$ cat src/rtl/px_sample_uart_tx.sv
// px_sample_uart_tx: latches a scan sample, sends it as a tagged 5-byte 8N1 UART packet, then acks with a 4-phase handshake
module px_sample_uart_tx #(
   parameter int          NUM_PX       = 24,
   parameter int          CLKS_PER_BIT = 434,
   parameter logic [31:0] MARKER       = 32'h10101010,
   parameter logic [7:0]  MARKER_TAG   = 8'hA5
) (
   input  logic        clk,
   input  logic        rst,
   input  logic        drdy,
   input  logic [31:0] sampleOut,
   output logic        ack_received,
   output logic        tx,
   output logic        busy,
   output logic [4:0]  px_idx
);
   typedef enum logic [2:0] {IDLE, LOAD, START, DATA, STOP, ACK, RELEASE} state_t;
   localparam logic [15:0] LAST    = 16'(CLKS_PER_BIT - 1);
   localparam logic [4:0]  PX_LAST = 5'(NUM_PX - 1);
   state_t      state_q, state_d;
   logic [31:0] s_q, s_d;
   logic [39:0] buf_q, buf_d;
   logic [4:0]  px_q, px_d;
   logic [15:0] baud_q, baud_d;
   logic [2:0]  bit_q, bit_d, byte_q, byte_d;
   logic        tx_q, tx_d, ack_q, ack_d, busy_q, busy_d;
   logic        bit_end, shifting;
   logic [7:0]  cur_byte;
   assign bit_end  = baud_q == LAST;
   assign shifting = state_q == START || state_q == DATA || state_q == STOP;
   assign cur_byte = buf_q[39:32];
   always_comb begin
      state_d = state_q;
      s_d     = s_q;
      buf_d   = buf_q;
      px_d    = px_q;
      bit_d   = bit_q;
      byte_d  = byte_q;
      baud_d  = (shifting && !bit_end) ? baud_q + 16'd1 : 16'd0;
      case (state_q)
         IDLE: if (!drdy) begin
            s_d     = sampleOut;
            state_d = LOAD;
         end
         LOAD: begin
            buf_d   = {(s_q == MARKER) ? MARKER_TAG : {3'b000, px_q}, s_q};
            px_d    = (s_q == MARKER || px_q == PX_LAST) ? 5'd0 : px_q + 5'd1;
            byte_d  = 3'd0;
            state_d = START;
         end
         START: if (bit_end) begin
            bit_d   = 3'd0;
            state_d = DATA;
         end
         DATA: if (bit_end) begin
            bit_d   = bit_q + 3'd1;
            state_d = (bit_q == 3'd7) ? STOP : DATA;
         end
         // stop exit doubles as the next-byte decision so bytes run back-to-back
         STOP: if (bit_end) begin
            if (byte_q < 3'd4) begin
               byte_d  = byte_q + 3'd1;
               buf_d   = {buf_q[31:0], 8'h00};
               state_d = START;
            end else begin
               state_d = ACK;
            end
         end
         ACK:     state_d = RELEASE;
         RELEASE: state_d = drdy ? IDLE : RELEASE;
         default: state_d = IDLE;
      endcase
      tx_d   = (state_q == START) ? 1'b0 : (state_q == DATA) ? cur_byte[bit_q] : 1'b1;
      ack_d  = state_q == ACK || (state_q == RELEASE && !drdy);
      busy_d = state_d != IDLE;
   end
   always_ff @(posedge clk) begin
      if (rst) begin
         state_q <= IDLE;
         s_q     <= '0;
         buf_q   <= '0;
         px_q    <= '0;
         baud_q  <= '0;
         bit_q   <= '0;
         byte_q  <= '0;
         tx_q    <= 1'b1;
         ack_q   <= 1'b0;
         busy_q  <= 1'b0;
      end else begin
         state_q <= state_d;
         s_q     <= s_d;
         buf_q   <= buf_d;
         px_q    <= px_d;
         baud_q  <= baud_d;
         bit_q   <= bit_d;
         byte_q  <= byte_d;
         tx_q    <= tx_d;
         ack_q   <= ack_d;
         busy_q  <= busy_d;
      end
   end
   assign tx           = tx_q;
   assign ack_received = ack_q;
   assign busy         = busy_q;
   assign px_idx       = px_q;
endmodule
$ cat config.mk
export PLATFORM = sky130hd
export DESIGN_NAME = px_sample_uart_tx
export DESIGN_NICKNAME = d
export VERILOG_FILES = /design/src/rtl/px_sample_uart_tx.sv
export SDC_FILE = /design/constraint.sdc
export NUM_CORES = 1
export LEC_CHECK = 0
export CAP_MARGIN = 20
export CORE_AREA = 2 2 92 94
export CTS_BUF_LIST = sky130_fd_sc_hd__clkbuf_16
export CTS_CLUSTER_DIAMETER = 40
export DETAILED_ROUTE_END_ITERATION = 7
export DIE_AREA = 0 0 94 96
export DONT_BUFFER_PORTS = 1
export PLACE_DENSITY = 0.72
export SETUP_SLACK_MARGIN = 0.05
export SLEW_MARGIN = 20
export SYNTH_ARGS = -nofsm -noshare
export SYNTH_HDL_FRONTEND = slang
export SYNTH_SLANG_ARGS = --single-unit
$ cat constraint.sdc
create_clock -name clk -period 2.57 [get_ports clk]
set_clock_uncertainty 0.15 [all_clocks]
set_input_delay 0.3855 -clock clk [delete_from_list [all_inputs] [get_ports clk]]
set_output_delay 0.3855 -clock clk [all_outputs]
set_load 0.02 [all_outputs]
Word level (Yosys, flattened, before mapping)
Index checks and enable logic that the tools add are counted.
{ "word_totals": {"input_bits": 35, "mem_bits_ro": 0, "memories": 0, "mem_bits_rw": 0, "latch_bits": 0, "ff_bits": 105, "elab_cells": 71} }
{ "op_classes": {"bitwise_logic": 2, "eq_ne": 14, "shift": 0, "muxes": 23, "n_lt_le_gt_ge": 2, "multipliers": 0, "reduce_logical": 16, "n_div": 0, "n_addsub": 4} }
{ "op_table": {"columns": ["operator", "n"], "rows": [
  ["40-bit 2-to-1 mux", 2],
  ["40-bit one-hot mux with 2 select lines", 1],
  ["3-bit 2-to-1 mux", 11],
  ["32-bit by 29-bit equality test with 1-bit output (second input constant)", 1],
  ["3-bit one-hot mux with 7 select lines", 1],
  ["16-bit by 1-bit adder with 16-bit output (second input constant)", 1],
  ["16-bit by 9-bit equality test with 1-bit output (second input constant)", 1],
  ["3-bit equality test (second input constant)", 4],
  ["3-bit one-hot mux with 2 select lines", 2],
  ["8-bit 2-to-1 mux", 1],
  ["3-bit by 1-bit adder with 3-bit output (second input constant)", 2],
  ["3-bit by 2-bit equality test with 1-bit output (second input constant)", 2],
  ["2-bit inequality test (second input constant)", 3],
  ["3-bit AND reduction", 2],
  ["5-bit by 1-bit adder with 5-bit output (second input constant)", 1],
  ["5-bit equality test (second input constant)", 1],
  ["5-bit 2-to-1 mux", 1],
  ["1-bit logical OR", 4],
  ["3-bit by 4-bit < comparator with 1-bit output (second input constant)", 1],
  ["2-bit nonzero test", 2],
  ["1-bit binary-select mux with 3-bit select", 1],
  ["3-bit by 1-bit equality test with 1-bit output (second input constant)", 1],
  ["3-bit zero test", 1],
  ["3-bit < comparator (second input constant)", 1],
  ["other kinds (8)", 13]
]} }

Logic depth before layout (Yosys ltp)
Gate-level depths: netlist (run 1).
{ "depth": {"ltp_word": 6, "mapped_depth": 9, "depth_no_buf": 7} }

Least setup slack after synthesis (run 1)
No wires, ideal clock.
{ "synth_path": {"path_kind": "flip-flop to flip-flop", "startpoint": "register baud_q[1]", "endpoint": "register buf_q[22]", "t_required_ps": 2331, "t_arrival_ps": 1695, "path_slack_ps": 637, "path_stages_with_launch": 10, "cell_sequence": "dfxtp_1 -> inv_1 -> ha_1 -> nor3b_1 -> and4_1 -> buf_4 -> a21o_4 -> buf_6 -> buf_4 -> a311oi_2"} }
{ "synth_via": {"elab_chain_cells": 3} }
{ "synth_rtl": {"columns": ["element", "line", "rtl"], "rows": [
  ["from (decl)", "24", "logic [15:0] baud_q, baud_d;"],
  ["from (signal assigned)", "94", "baud_q <= baud_d;"],
  ["16-bit by 9-bit equality test with 1-bit output", "29", "assign bit_end = baud_q == LAST;"],
  ["2-bit inequality test (no source line)", null, null],
  ["3-bit AND reduction (no source line)", null, null],
  ["to (signal assigned)", "92", "buf_q <= buf_d;"],
  ["to (decl)", "22", "logic [39:0] buf_q, buf_d;"]
]} }
Every way passes these cells.
A chain may end at the register's enable or synchronous reset.

Worst setup path in the final report (run 1)
{ "layout_path": {"startpoint": "register baud_q[0]", "endpoint": "register buf_q[27]"} }
The elaborated chain is that of the path after synthesis.

==> summary.md, run 1 <==
| Metric | Value |
|---|---|
| Number of max-cap violations | `0` |
| Sequential fraction of the synthesis area | `46.6%` |
| Net Count, Synth | `572` |
| Seq pwr share | `53.0%` |
| Hold Vio Cnt, Final | `0` |
| Drt drc | `0` |
| Clock H-tree levels | `3` |
| Internal | `2520 uW` |
| CTS Root Cell | `clkbuf_16` |
| Cells after synthesis | `531` |
| Largest family of logic cells by synthesized area | `simple AND/OR/NAND/NOR gates` |
| Fmax | `439 MHz` |
| Number of fill cells in the layout | `723` |
| Final min period | `2280 ps` |
| Initial drt markers | `219` |
| Fin util | `60.4%` |
| CTS tree | `yes` |
| Vias | `3606` |
| Die ar. | `9020 sq um` |
| WL final | `9850 microns` |
| Worst Tran Pin Value | `740 ps` |
| Final period utilization | `88.6%` |
| Top_reg_cell synth | `dfxtp_1` |
| Compound-Gate Fraction of Synth Area | `17.3%` |
| # rows | `33` |
| Cell variety after synth | `45` |
| Final net count | `558` |
| GRT Total Usage | `23.1%` |
| Chip Height | `96 microns` |
| Critical Path RT | `2670 ps` |
| Reg2reg start | `baud_q[0]` |
| Post-synthesis mux area share | `1.88%` |
| WP data arrival | `2380 ps` |
| LEAKAGE | `0.00163 uW` |
| R2R setup slack | `290 ps` |
| Yosys Warn Count | `0` |
| Antenna diodes | `0` |
| Grt ovf | `0` |
| Hold Path Class | `input port to register` |
| Ratio of cells with drive above 1 in the final layout | `9.58%` |
| Outcome | `finished clean` |
| Slew headroom | `50.2%` |
| Yosys reg bits | `105` |
| TNS Setup | `0 ps` |
| Sw Pwr | `900 uW` |
| Clk buf depth | `2` |
| Setup Fix Bufs, Post-CTS | `0` |
| Worst hold stages | `2` |
| Drt first pass iters | `4` |
| Synth Area in XOR/XNOR | `3.69%` |
| Largest net degree at the start of global routing | `75` |
| Clk sink count | `105` |
| Power Density | `702 nW/um^2` |
| Place WS | `316 ps` |
| Port buffer count | `0` |
| Setup violators final | `0` |
| Share of power burned in the clock network | `36.8%` |
| Post-detail-place hpwl | `6650 microns` |
| CP startpoint kind | `register` |
| Reg clk slew, reported paths | `70 ps` |
| Number of routed nets with antenna violations | `0` |
| Setup ws final | `293 ps` |
| Cts bufs inserted | `9` |
| Max-slew violations | `0` |
| Hold Crit Start | `sampleOut[2]` |
| Mean Syn Cell Area | `8.50 sq um` |
| Core region area | `8050 sq um` |
| Vias per inst | `5.75` |
| Worst R2R End | `buf_q[27]` |
| Starting Density | `56.1%` |
| Min-Delay Endpoint | `s_q[2]` |
| Simple-Gate Fraction of Synth Area | `24.7%` |
| Critical Path Fanout Max | `25` |
| Logic gate share of total power | `10.2%` |
| RSZ-0062 raised after global routing | `no` |
| First-pass GRT wire length | `16500 microns` |
| Setup CP Type | `register to register` |
| Vias in the first global route | `3411` |
| Sw Ratio | `26.3%` |
| Netlist Area Pre-Place | `4520 sq um` |
| Critical Path End Type | `register` |
| CP startpoint | `baud_q[0]` |
| Area Overhead vs Synth | `7.76%` |
| GPL Wtd Cong | `0.854` |
| Die Wd | `94 microns` |
| Initial antenna violation count | `0` |
| WL/cell | `15.7 microns` |
| Clk_lat worst skew | `340 ps` |
| Async SR Flop Fraction | `0%` |
| I/O pin count | `43` |
| Max VDD drop | `0.396 mV` |
| Synth Area in Adders | `1.66%` |
| Number of synthesized flops with an enable pin | `0` |
| R2r worst-path depth | `7` |
-- power groups by stage --
stage | registers, uW | logic, uW | clock network [uW]
3_3_place_gp | 1840 | 311 | 0
4_1_cts | 1810 | 348 | 1270
6_report | 1810 | 349 | 1260
5_1_grt | 1830 | 393 | 1350
3_5_place_dp | 1850 | 323 | 0
2_1_floorplan | 1810 | 295 | 0
-- cell usage in the layout, fill, tap and decap left out, types with 2 or more instances in the layout --
cell type and count:
a21oi_1 46, a22oi_1 8, a311oi_1 6, a311oi_2 18, a31oi_1 6, and2_1 2, and3_1 2, and4_1 2
buf_4 7, clkbuf_16 9, clkinv_1 2, clkinvlp_4 2, dfxtp_1 105, ha_1 6, inv_1 4, inv_6 2
mux2i_1 4, mux4_2 2, nand2_1 134, nand3_1 15, nand4_1 9, nor2_1 60, nor3_1 4, nor3b_1 2
nor4_1 7, nor4_4 2, nor4b_1 5, o211ai_1 2, o21a_1 2, o21ai_0 10, or3_1 2, xnor2_1 7
xor2_1 12
-- worst max path at each step --
stage / endpoint / cells after the start
final: buf_q[27] / 7
after CTS: buf_q[20] / 7
after global routing: buf_q[11] / 7
after floorplan: buf_q[22] / 9
after detailed placement: baud_q[4] / 4
after global placement: baud_q[7] / 4
-- metal layers --
layer | global-route usage (%) | routed length [microns]
met1 | 30.7 | 4640
met2 | 38.2 | 4680
met3 | 4.93 | 471
met4 | 6.28 | 64
met5 | 0 | 0
-- state kept, by name (all words and copies together), names as in the netlist --
signal / flops
tx: 1
ack_received: 1
s_q: 32
byte_q: 3
bit_q: 3
px_idx: 5
busy: 1
baud_q: 16
state_q: 3
buf_q: 40
-- final cells by class --
cell class                 instances  area [sq um]  share of cell area, %
inverter                           4          15.0                  0.309
sequential                       105          2100                   43.2
clock inverter                     7          45.0                  0.926
timing repair buffer              11           118                   2.42
multi-input combinational        386          2230                   45.8
tap                              105           131                   2.70
clock buffer                       9           225                   4.63
-- synth_stat cells, drive strengths merged (3+ instances only) --
cell	instances	area (sq um)
dfxtp	105	2100
nand3	15	75.1
a22oi	8	60.1
nor4b	5	43.8
mux2i	4	40.0
xor2	12	105
nand4	9	56.3
xnor2	7	61.3
buf	14	95.1
nor2	61	231
nand2	134	503
ha	6	75.1
clkbuf	22	82.6
a31oi	6	37.5
nor4	9	77.6
nor3	4	20.0
inv	3	11.3
o21ai	10	50.1
a21oi	46	230
a311oi	24	323
-- stage by stage --
stage / hold slack (ps) / cell area (sq um) / instances / total power [uW]
finish: 26.4 / 4870 / 627 / 3420
detailed placement: 288 / 4550 / 608 / 2170
global route: 17.3 / 4870 / 627 / 3560
CTS: 0.267 / 4850 / 625 / 3430
global placement: 288 / 4550 / 608 / 2160
floorplan: 279 / 4520 / 531 / 2110
-- cell families (layout without fill, tap and decap cells) --
logic type | Yosys count | after routing
simple gates | 252 | 252
buf+inv | 40 | 31
xor+xnor | 19 | 19
mux | 6 | 6
flops | 105 | 105
compound gates | 103 | 103
fa+ha+maj | 6 | 6
-- what timing repair did --
item	4_1_cts	5_1_grt
endpoints found under the hold margin	74	1
hold buffers	1	1
gates resized for setup	0	0
-- worst max-delay path, cell delays in order (launching register included) --
cell and delay, ps:
dfxtp_1 410, ha_1 190, nor3b_1 200, and4_1 330
a21o_4 340, buf_4 250, nor2_1 80, a311oi_2 230
Note: power is estimated with default switching activity, not from simulation.
==> run 2, diff against run 1 <==
CORE_AREA = 2 2 90 92   (was 2 2 92 94)
DIE_AREA = 0 0 92 94   (was 0 0 94 96)
PLACE_DENSITY = 0.78   (was 0.72)
==> run 2 against run 1 <==
Via count is 0.97% lower. Setup slack gained 41 ps. Core utilization rose by 3.8 points. Highest routed layer unchanged. Critical endpoint is now buf_q[18]. Fmax up 1.8%. Largest power group unchanged. Register-to-register slack gained 40 ps.
==> summary.md, run 2 (same netlist as run 1, synthesis figures left out) <==
| Metric | Value |
|---|---|
| Vias | `3571 (was 3606)` |
| Final net count | `559 (was 558)` |
| Final period utilization | `87.0% (was 88.6%)` |
| Clk sink count | `105 (unchanged)` |
| GPL Wtd Cong | `0.836 (was 0.854)` |
| Vias per inst | `5.71 (was 5.75)` |
| Post-route cell area | `4890 sq um (was 4870 sq um)` |
| Largest register by flop count | `buf_q (unchanged)` |
| Antenna diodes | `0 (unchanged)` |
| Placed instance area | `4570 sq um (was 4550 sq um)` |
| Outcome | `finished clean (unchanged)` |
| I/O pin count | `43 (unchanged)` |
| Reg clk slew, reported paths | `70 ps (about the same)` |
| Critical Path End Type | `register (unchanged)` |
| Buf/Inv on CP | `1 (unchanged)` |
| R2R setup slack | `330 ps (was 290 ps)` |
| Most frequent cells in the layout | `nand2_1 (134), dfxtp_1 (105), nor2_1 (60) (unchanged)` |
| GRT Total Usage | `22.9% (was 23.1%)` |
| CP startpoint kind | `register (unchanged)` |
| Drt first pass iters | `4 (unchanged)` |
| WL final | `9390 microns (was 9850 microns)` |
| R2r worst-path depth | `7 (unchanged)` |
| Number of max-cap violations | `0 (unchanged)` |
| Area Overhead vs Synth | `8.26% (was 7.76%)` |
| Largest register FFs | `40 (unchanged)` |
| WL/cell | `15.0 microns (was 15.7 microns)` |
| Starting Density | `59.4% (was 56.1%)` |
| Delay-heaviest family, CP | `simple AND/OR/NAND/NOR gates (unchanged)` |
| Most common cell after layout, fill and taps aside | `nand2_1 (unchanged)` |
| Initial drt markers | `163 (was 219)` |
| Clock H-tree levels | `3 (unchanged)` |
| Max VDD drop | `0.456 mV (was 0.396 mV)` |
| Die ar. | `8650 sq um (was 9020 sq um)` |
| Hold Vio Cnt, Final | `0 (unchanged)` |
| Fmax | `447 MHz (was 439 MHz)` |
| Drt drc | `0 (unchanged)` |
| Number of routed nets with antenna violations | `0 (unchanged)` |
| Worst hold stages | `2 (unchanged)` |
| RSZ-0062 raised after global routing | `no (unchanged)` |
| CP cell instances | `ha_1 > nor3b_1 > and4_1 > a21o_4 > buf_12 > nor2_1 > a311oi_2 (was ha_1 > nor3b_1 > and4_1 > a21o_4 > buf_4 > nor2_1 > a311oi_2)` |
| Critical path's largest stage delay | `420 ps (was 410 ps)` |
| Slew headroom | `51.7% (was 50.2%)` |
| Core region area | `7610 sq um (was 8050 sq um)` |
| Storage cell area | `2100 sq um (unchanged)` |
| CTS tree | `yes (unchanged)` |
| Hold Path Class | `input port to register (unchanged)` |
| Largest net degree at the start of global routing | `76 (was 75)` |
| First-pass GRT wire length | `15800 microns (was 16500 microns)` |
| Die Wd | `92 microns (was 94 microns)` |
| Critical Path Fanout Max | `23 (was 25)` |
| Max-slew violations | `0 (unchanged)` |
| Port buffer count | `0 (unchanged)` |
| Critical path depth | `7 (unchanged)` |
| Power Density | `702 nW/um^2 (about the same)` |
| Grt ovf | `0 (unchanged)` |
| WP data arrival | `2340 ps (was 2380 ps)` |
| Setup violators final | `0 (unchanged)` |
| Initial antenna violation count | `0 (unchanged)` |
| Setup CP Type | `register to register (unchanged)` |
| Vias in the first global route | `3377 (was 3411)` |
| LEAKAGE | `0.00164 uW (was 0.00163 uW)` |
| TNS Setup | `0 ps (unchanged)` |
| Area occupied by multi-input gates | `2230 sq um (unchanged)` |
| Setup Fix Bufs, Post-CTS | `0 (unchanged)` |
| Number of fill cells in the layout | `676 (was 723)` |
| Critical Path RT | `2670 ps (about the same)` |
| Clk buf depth | `2 (unchanged)` |
| Ratio of cells with drive above 1 in the final layout | `10.1% (was 9.58%)` |
| Clk_lat worst skew | `340 ps (about the same)` |
| Final min period | `2240 ps (was 2280 ps)` |
| CTS Root Cell | `clkbuf_16 (unchanged)` |
| Crit-path slowest cell | `dfxtp_1 (unchanged)` |
| Post-detail-place hpwl | `6290 microns (was 6650 microns)` |
| Chip Height | `94 microns (was 96 microns)` |
| Cts bufs inserted | `9 (unchanged)` |
| Regs by FF count | `buf_q: 40 flops, s_q: 32 flops, baud_q: 16 flops (unchanged)` |
| # rows | `32 (was 33)` |
| Worst Tran Pin Value | `718 ps (was 740 ps)` |
==> run 2: final timing paths <==
kind,to,start
min,s_q[18],sampleOut[18]
max reg2reg,buf_q[18],baud_q[0]
min reg2reg,buf_q[36],buf_q[28]
max,buf_q[18],baud_q[0]
==> run 2: report_power, final <==
| part | switching, uW | internal, uW | leakage, uW | total [uW] |
|---|---|---|---|---|
| clock | 604 | 663 | 0.000130 | 1270 |
| combinational | 212 | 142 | 0.000654 | 354 |
| sequential | 86.3 | 1720 | 0.000855 | 1810 |
==> run 2: worst register-to-register path, stage by stage (launching register included) <==
cell and delay, ps:
dfxtp_1 420, ha_1 200, nor3b_1 180, and4_1 350, a21o_4 320, buf_12 210, nor2_1 70, a311oi_2 250
==> run 2: cell type report <==
class                      instances  share of cell area [%]
sequential                       105                    43.0
tap                              102                    2.61
multi-input combinational        386                    45.6
timing repair buffer              12                    2.76
inverter                           4                   0.307
clock buffer                       9                    4.61
clock inverter                     7                    1.10
==> run 2: timing repair <==
| item | 4_1_cts | 5_1_grt |
|---|---|---|
| hold endpoints to repair | 75 | 0 |
| gates resized for setup | 0 | 0 |
| hold buffers | 1 | 0 |
==> run 2: layer usage <==
metal / vias up / global-route usage (%) / share of wire [%]
li1: 1812 / - / -
met1: 1652 / 28.7 / 44
met2: 96 / 38.9 / 48
met3: 11 / 5.22 / 6.2
met4: 0 / 8.33 / 1.5
met5: - / 0 / 0
==> run 2: metrics by stage <==
stage	setup WS (ps)	power (uW)	utilization (%)	hold slack [ps]	instances
2_1_floorplan	637	2110	-	279	531
3_3_place_gp	421	2160	60.1	279	607
3_5_place_dp	343	2180	60.1	291	607
4_1_cts	317	3470	64.2	6.87	624
5_1_grt	186	3570	64.3	10.3	625
6_report	333	3430	64.3	18.6	625
